===== src/rtl/multicycle_control.sv =====
// Main control FSM for the multicycle MIPS datapath (Moore, mem_ready-qualified strobes).
// Define MULTICYCLE_ADDI_EN to add the ADDI_EXEC/ADDI_WB path for opcode 001000.
module multicycle_control #(
  parameter int STATE_W = 4
) (
  input  logic       clk,
  input  logic       rstn,
  input  logic [5:0] opcode,
  input  logic       mem_ready,
  output logic       pc_write,
  output logic       pc_write_cond,
  output logic       i_or_d,
  output logic       mem_read,
  output logic       mem_write,
  output logic       ir_write,
  output logic       mem_to_reg,
  output logic [1:0] pc_source,
  output logic [1:0] alu_op,
  output logic       alu_src_a,
  output logic [1:0] alu_src_b,
  output logic       reg_write,
  output logic       reg_dst,
  output logic       instr_done
);

  localparam logic [5:0] OP_LW    = 6'b100011;
  localparam logic [5:0] OP_SW    = 6'b101011;
  localparam logic [5:0] OP_RTYPE = 6'b000000;
  localparam logic [5:0] OP_BEQ   = 6'b000100;
  localparam logic [5:0] OP_J     = 6'b000010;
`ifdef MULTICYCLE_ADDI_EN
  localparam logic [5:0] OP_ADDI  = 6'b001000;
`endif

  typedef enum logic [STATE_W-1:0] {
    S_IDLE,
    S_FETCH,
    S_DECODE,
    S_MEM_ADDR,
    S_MEM_READ,
    S_MEM_WB,
    S_MEM_WRITE,
    S_EXECUTE,
    S_R_WB,
    S_BRANCH,
    S_JUMP
`ifdef MULTICYCLE_ADDI_EN
    ,
    S_ADDI_EXEC,
    S_ADDI_WB
`endif
  } state_e;

  state_e state_q;
  state_e state_d;

  always_ff @(posedge clk) begin
    if (!rstn) state_q <= S_IDLE;
    else       state_q <= state_d;
  end

  always_comb begin
    state_d       = state_q;
    pc_write      = 1'b0;
    pc_write_cond = 1'b0;
    i_or_d        = 1'b0;
    mem_read      = 1'b0;
    mem_write     = 1'b0;
    ir_write      = 1'b0;
    mem_to_reg    = 1'b0;
    pc_source     = 2'b00;
    alu_op        = 2'b00;
    alu_src_a     = 1'b0;
    alu_src_b     = 2'b00;
    reg_write     = 1'b0;
    reg_dst       = 1'b0;
    instr_done    = 1'b0;
    unique case (state_q)
      S_IDLE: state_d = S_FETCH;
      S_FETCH: begin
        mem_read  = 1'b1;
        alu_src_b = 2'b01;
        ir_write  = mem_ready;
        pc_write  = mem_ready;
        state_d   = mem_ready ? S_DECODE : S_FETCH;
      end
      S_DECODE: begin
        alu_src_b = 2'b11;
        unique case (1'b1)
          (opcode == OP_LW),
          (opcode == OP_SW):     state_d = S_MEM_ADDR;
          (opcode == OP_RTYPE):  state_d = S_EXECUTE;
          (opcode == OP_BEQ):    state_d = S_BRANCH;
          (opcode == OP_J):      state_d = S_JUMP;
`ifdef MULTICYCLE_ADDI_EN
          (opcode == OP_ADDI):   state_d = S_ADDI_EXEC;
`endif
          default: begin
            // Unknown opcodes retire here as a nop.
            state_d    = S_FETCH;
            instr_done = 1'b1;
          end
        endcase
      end
      S_MEM_ADDR: begin
        alu_src_a = 1'b1;
        alu_src_b = 2'b10;
        state_d   = (opcode == OP_SW) ? S_MEM_WRITE : S_MEM_READ;
      end
      S_MEM_READ: begin
        mem_read = 1'b1;
        i_or_d   = 1'b1;
        state_d  = mem_ready ? S_MEM_WB : S_MEM_READ;
      end
      S_MEM_WB: begin
        reg_write  = 1'b1;
        mem_to_reg = 1'b1;
        instr_done = 1'b1;
        state_d    = S_FETCH;
      end
      S_MEM_WRITE: begin
        mem_write  = 1'b1;
        i_or_d     = 1'b1;
        instr_done = mem_ready;
        state_d    = mem_ready ? S_FETCH : S_MEM_WRITE;
      end
      S_EXECUTE: begin
        alu_src_a = 1'b1;
        alu_op    = 2'b10;
        state_d   = S_R_WB;
      end
      S_R_WB: begin
        reg_write  = 1'b1;
        reg_dst    = 1'b1;
        instr_done = 1'b1;
        state_d    = S_FETCH;
      end
      S_BRANCH: begin
        alu_src_a     = 1'b1;
        alu_op        = 2'b01;
        pc_write_cond = 1'b1;
        pc_source     = 2'b01;
        instr_done    = 1'b1;
        state_d       = S_FETCH;
      end
      S_JUMP: begin
        pc_write   = 1'b1;
        pc_source  = 2'b10;
        instr_done = 1'b1;
        state_d    = S_FETCH;
      end
`ifdef MULTICYCLE_ADDI_EN
      S_ADDI_EXEC: begin
        alu_src_a = 1'b1;
        alu_src_b = 2'b10;
        state_d   = S_ADDI_WB;
      end
      S_ADDI_WB: begin
        reg_write  = 1'b1;
        instr_done = 1'b1;
        state_d    = S_FETCH;
      end
`endif
      default: state_d = S_IDLE;
    endcase
  end

endmodule


===== config.mk =====
export PLATFORM = sky130hd
export DESIGN_NAME = multicycle_control
export DESIGN_NICKNAME = d
export VERILOG_FILES = /design/src/rtl/multicycle_control.sv
export SDC_FILE = /design/constraint.sdc
export NUM_CORES = 1
export LEC_CHECK = 0
export ABC_CLOCK_PERIOD_IN_PS = 2100
export CAP_MARGIN = 20
export CELL_PAD_IN_SITES_DETAIL_PLACEMENT = 1
export CELL_PAD_IN_SITES_GLOBAL_PLACEMENT = 2
export CORE_ASPECT_RATIO = 1.4
export CORE_UTILIZATION = 19
export CTS_CLUSTER_DIAMETER = 50
export DETAILED_ROUTE_END_ITERATION = 12
export PLACE_DENSITY_LB_ADDON = 0.1
export SETUP_SLACK_MARGIN = 0.1
export SLEW_MARGIN = 20
export SYNTH_ARGS = -nofsm -noshare
export SYNTH_HDL_FRONTEND = slang
export SYNTH_SLANG_ARGS = --single-unit

===== constraint.sdc =====
create_clock -name clk -period 2.1 [get_ports clk]
set_clock_uncertainty 0.05 [all_clocks]
set_input_delay 0.63 -clock clk [delete_from_list [all_inputs] [get_ports clk]]
set_output_delay 0.63 -clock clk [all_outputs]
set_load 0.03 [all_outputs]

==> Word-level counts from Yosys, hierarchy flattened <==
Cells that the tools add are included.
{ "classes": {"eq_ne": 14, "n_mux": 21, "reduce_logical": 10} }
{ "ops": {"columns": ["cell", "n"], "rows": [
  ["case mux 4 bit (7 select lines)", 1],
  ["equality test 4 x 3 -> 1 bit, second input constant", 4],
  ["case mux 4 bit (4 select lines)", 1],
  ["equality test 4 bit, second input constant", 3],
  ["equality test 6 bit, second input constant", 2],
  ["two-way mux 1 bit", 11],
  ["OR reduction 5 bit", 2],
  ["equality test 4 x 2 -> 1 bit, second input constant", 2],
  ["case mux 2 bit (2 select lines)", 2],
  ["OR reduction 2 bit", 4],
  ["equality test 6 x 2 -> 1 bit, second input constant", 1],
  ["equality test 6 x 3 -> 1 bit, second input constant", 1],
  ["logical NOT 6 bit", 1],
  ["case mux 2 bit (3 select lines)", 1],
  ["equality test 4 x 1 -> 1 bit, second input constant", 1],
  ["logical NOT 4 bit", 1],
  ["two-way mux 2 bit", 2],
  ["OR reduction 4 bit", 1],
  ["two-way mux 3 bit", 1],
  ["case mux 1 bit (3 select lines)", 1],
  ["OR reduction 3 bit", 1],
  ["case mux 1 bit (2 select lines)", 1]
]} }
{ "word_totals": {"register_bits": 4, "input_bits": 9, "out_inout_bits": 17, "elab_cells": 46} }

==> Logic depth before layout (Yosys ltp) <==
Gate-level depths: netlist (run 1).
{ "logic_depth": {"depth_word": 4, "mapped_depth": 5, "ltp_nobuf": 4} }

==> Worst setup path before layout (run 1) <==
Ideal clock, no wire load.
{ "synth_timing": {"path_type": "flip-flop to output port", "startpoint": "reg state_q[2]", "endpoint": "out pc_write", "arrival_ns": 1.412, "t_required_ns": 1.420, "slack_ns": 0.008, "path_stages_with_launch": 5, "path_buffers": 1, "path_cell_list": "dfxtp_1 -> buf_2 -> nand2b_1 -> nor2_1 -> or2_2"} }
{ "synth_between": {"elab_chain_len": 2, "word_cells_on_any_way": 3, "classes_between": "eq/ne: 2; mux: 1"} }
{ "synth_rtl": {"columns": ["item", "line_no", "rtl"], "rows": [
  ["start: declaration", "54", "state_e state_q;"],
  ["start signal: assignment", "59", "else state_q <= state_d;"],
  ["equality test 4 bit or equality test 4 x 1 -> 1 bit (tied branches)", "78", "unique case (state_q)"],
  ["case mux 1 bit (2 select lines) (*)", "78", null],
  ["end: declaration", "10", "output logic pc_write,"]
]} }
Mark *: on every way between the ends. The rest lies on a longest branch, timed or not.

==> Worst setup path after layout (run 1) <==
{ "layout_timing": {"startpoint": "reg state_q[0]", "endpoint": "out instr_done"} }
{ "layout_between": {"elab_chain_len": 3, "word_cells_on_any_way": 8, "classes_between": "eq/ne: 6; mux: 1; reduce/logical: 1"} }
{ "layout_rtl": {"columns": ["item", "line_no", "rtl"], "rows": [
  ["equality test 4 bit or equality test 4 x 3 -> 1 bit (tied branches)", "78", null],
  ["OR reduction 4 bit (no line)", null, null],
  ["case mux 1 bit (3 select lines) (*)", "78", null],
  ["end: declaration", "23", "output logic instr_done"]
]} }
Marks and branches as above.

==> flow_summary.json, run 1 <==
{
  "drc": 0,
  "nNetsFinal": 138,
  "antenna_left": 0,
  "antenna_found_initial": 0,
  "cp_data_required_time_ps": 1420,
  "p_leak_uw": 0.0004840,
  "regMostFlops": "state_q",
  "cap_viol_max_count": 0,
  "synth_common_cells": "13 x nor2_1, 7 x a21oi_1, 7 x nand2b_1",
  "fill_cells": 322,
  "postSynthCellCount": 72,
  "synthToLayoutAreaGrowth_pct": 122.8,
  "min-delay-path-class": "flop to flop",
  "synth-seq-cells": 4,
  "wl_per_cell_um": 12.56,
  "via_count": 742,
  "clk_path_buf_depth": 2,
  "cts_tree": "yes",
  "p_clk_share_pct": 24.2,
  "grt_util_all_layers_pct": 15.80,
  "yosys_most_used_dff": "dfxtp_1",
  "power_density_nw_per_um2": 342.4,
  "start_util_pct": 20.45,
  "grt_pass1_vias": 743,
  "p_comb_share_pct": 53.8,
  "cp-start-kind": "flop",
  "synthTopCellsByArea": "dfxtp_1 16%, nor2_1 9.9%, nand2b_1 8.9%",
  "post_dp_cell_area_um2": 843.3,
  "crit_arrival_ps": 1370,
  "p_sw_uw": 126.0,
  "worstSetupPathType": "flop to output port",
  "gr-total-overflow": 0,
  "setup.worst_path.end_class": "output port",
  "p_int_uw": 251.1,
  "period_minus_slack_ps": 2055,
  "synthDistinctLibCells": 31,
  "firstDrtPassIters": 4,
  "slew_headroom_pct": 79.61,
  "drt_wl_total_um": 2022,
  "hold_viol": 0,
  "dpl_worst_slack_ps": -669.9,
  "clk_pin_slew_ps": 40,
  "synth_warnings": 0,
  "async_flop_share_pct": 0,
  "grt-busiest-layer": "met2",
  "place_inst": 142,
  "setup_tns_ps": 0,
  "grt_max_degree": 11,
  "clk-insertion-delay-late_ps": 230,
  "switching_share_pct": 33.41,
  "cts-buffers-inserted": 3,
  "finalInstanceArea_um2": 1101,
  "setup_ws_ps": 45.05,
  "diodes": 0,
  "syn-num-nets": 81,
  "pin_count": 26,
  "fin_cells": 161,
  "largest_reg_flops": 4,
  "fp.dieArea_um2": 2812,
  "synth_edf_count": 0,
  "postLayoutCoreUtil_pct": 45.55,
  "seqPwrFrac_pct": 22.0,
  "hpwl_um": 1447,
  "grt_pass1_wl_um": 3318,
  "syn_area_per_cell_um2": 6.864,
  "path_max_fanout": 5,
  "worst_pin_slew_ps": 302.0,
  "fin_crit_sh_pct": 97.85,
  "status": "complete, no violations",
  "yosysMostFrequentCell": "nor2_1",
  "grtUsageMet1_pct": 14.62,
  "portBuffers": 25,
  "via_per_inst": 4.609,
  "grt_use_met2_pct": 31.88,
  "die_width_um": 45.11,
  "hold_buffers": 0,
  "max_freq_mhz": 486.6,
  "die_h_um": 62.35,
  "synth_top_cell_by_area": "dfxtp_1",
  "ir_worst_vdd_v": 0.0001698,
  "grt_util_met3_pct": 1.744,
  "synth_area_um2": 494.2,
  "drive_above_1_share_pct": 62.20,
  "row_count": 21,
  "h-tree-depth": 1,
  "synth_seq_area_share_pct": 16.20,
  "drt_iter0_drc": 8,
  "gp_congestion": 0.7307,
  "finalSetupViolations": 0,
  "clock-root-buffer": "clkbuf_4",
  "top_regs": "state_q: 4 flops",
  "synth_top_area_share_pct": 16.20,
  "finalMaxSlewViolations": 0,
  "numClockSinks": 4,
  "core_area_um2": 2417,
  "rsz0062_at_grt": "true"
}
through the flow:
| stage | hold slack [ps] | total power, µW |
|---|---|---|
| 2_1_floorplan | 533.0 | 160.0 |
| 3_3_place_gp | 566.8 | 232.1 |
| 3_5_place_dp | 562.8 | 234.0 |
| 4_1_cts | 543.3 | 358.4 |
| 5_1_grt | 560.0 | 403.9 |
| 6_report | 545.6 | 377.1 |
placed cells by master, fill, tap and decap left out, drive strengths merged, types with 2 or more instances in the layout:
cell / instances
dfxtp: 4
a31oi: 2
o21ai: 3
clkbuf: 3
xnor2: 2
or2: 2
mux2i: 2
a21oi: 7
nand2: 3
nor3: 3
buf: 55
and2: 3
nand2b: 7
clkdlybuf4s15: 2
nor2: 13
cell families (layout without fill, tap and decap cells):
family | after synthesis | in the layout | synth area share [%]
AO/OA/AOI/OAI | 19 | 19 | 23.80
buffers and inverters | 6 | 61 | 7.594
flip-flops | 4 | 4 | 16.20
multiplexers | 3 | 3 | 6.329
XOR/XNOR | 2 | 2 | 3.545
AND/OR/NAND/NOR | 38 | 38 | 42.54
power groups by stage:
stage,clock network [µW],registers (µW),logic (µW)
finish,91.1,83.1,203
global route,103,83.1,218
CTS,94.3,83.8,180
detailed placement,0,83.9,150
global placement,0,83.8,148
floorplan,0,83.5,76.5
timing repair:
| item | CTS | global route |
|---|---|---|
| setup buffers | 11 | 5 |
| resized for setup | 49 | 20 |
| setup endpoints to repair | 6 | 11 |
| pin swaps | 7 | 7 |
worst max-delay path, cell delays in order (launching register included):
cell,delay (ps)
dfxtp_2,320
buf_6,120
and2b_2,220
a21oi_2,50
o21a_1,170
a21oi_2,120
buf_6,140
metal layers:
metal | share of wire, % | up-vias | routed length (µm)
met5 | 0 | - | 0
met4 | 0 | 0 | 0
met3 | 2.9 | 0 | 59
met2 | 63 | 21 | 1265
met1 | 34 | 355 | 697
li1 | - | 366 | -
area by class of cell:
class | count | area [µm²] | area share, %
repair buffers | 58 | 491.7 | 44.66
multi-input cells | 62 | 456.7 | 41.48
flip-flops and latches | 4 | 87.58 | 7.955
well taps | 34 | 42.54 | 3.864
clock buffers | 3 | 22.52 | 2.045
worst paths after layout:
path,startpoint,end,slack [ps],cells after the start
max reg2reg,state_q[1],state_q[2],560,7
min reg2reg,state_q[3],state_q[1],550,2
min,state_q[3],state_q[1],550,2
max,state_q[0],instr_done,50,6
Power figures use the tool's default switching activity.
==> inputs of run 2 (changes only) <==
--- a/config.mk
+++ b/config.mk
@@ -19,3 +19,4 @@
 export SYNTH_ARGS = -nofsm -noshare
 export SYNTH_HDL_FRONTEND = slang
 export SYNTH_SLANG_ARGS = --single-unit
+export TNS_END_PERCENT = 100
==> results of run 2 <==
Same layout as run 1: the final DEF is identical, and so are final timing and power.
==> inputs of run 3 (changes only) <==
--- a/config.mk
+++ b/config.mk
@@ -13,10 +13,10 @@
 export CORE_UTILIZATION = 19
 export CTS_CLUSTER_DIAMETER = 50
 export DETAILED_ROUTE_END_ITERATION = 12
+export HOLD_SLACK_MARGIN = 0.1
 export PLACE_DENSITY_LB_ADDON = 0.1
 export SETUP_SLACK_MARGIN = 0.1
 export SLEW_MARGIN = 20
 export SYNTH_ARGS = -nofsm -noshare
 export SYNTH_HDL_FRONTEND = slang
 export SYNTH_SLANG_ARGS = --single-unit
-export TNS_END_PERCENT = 100
==> results of run 3 <==
Same layout as run 1: the final DEF is identical, and so are final timing and power.
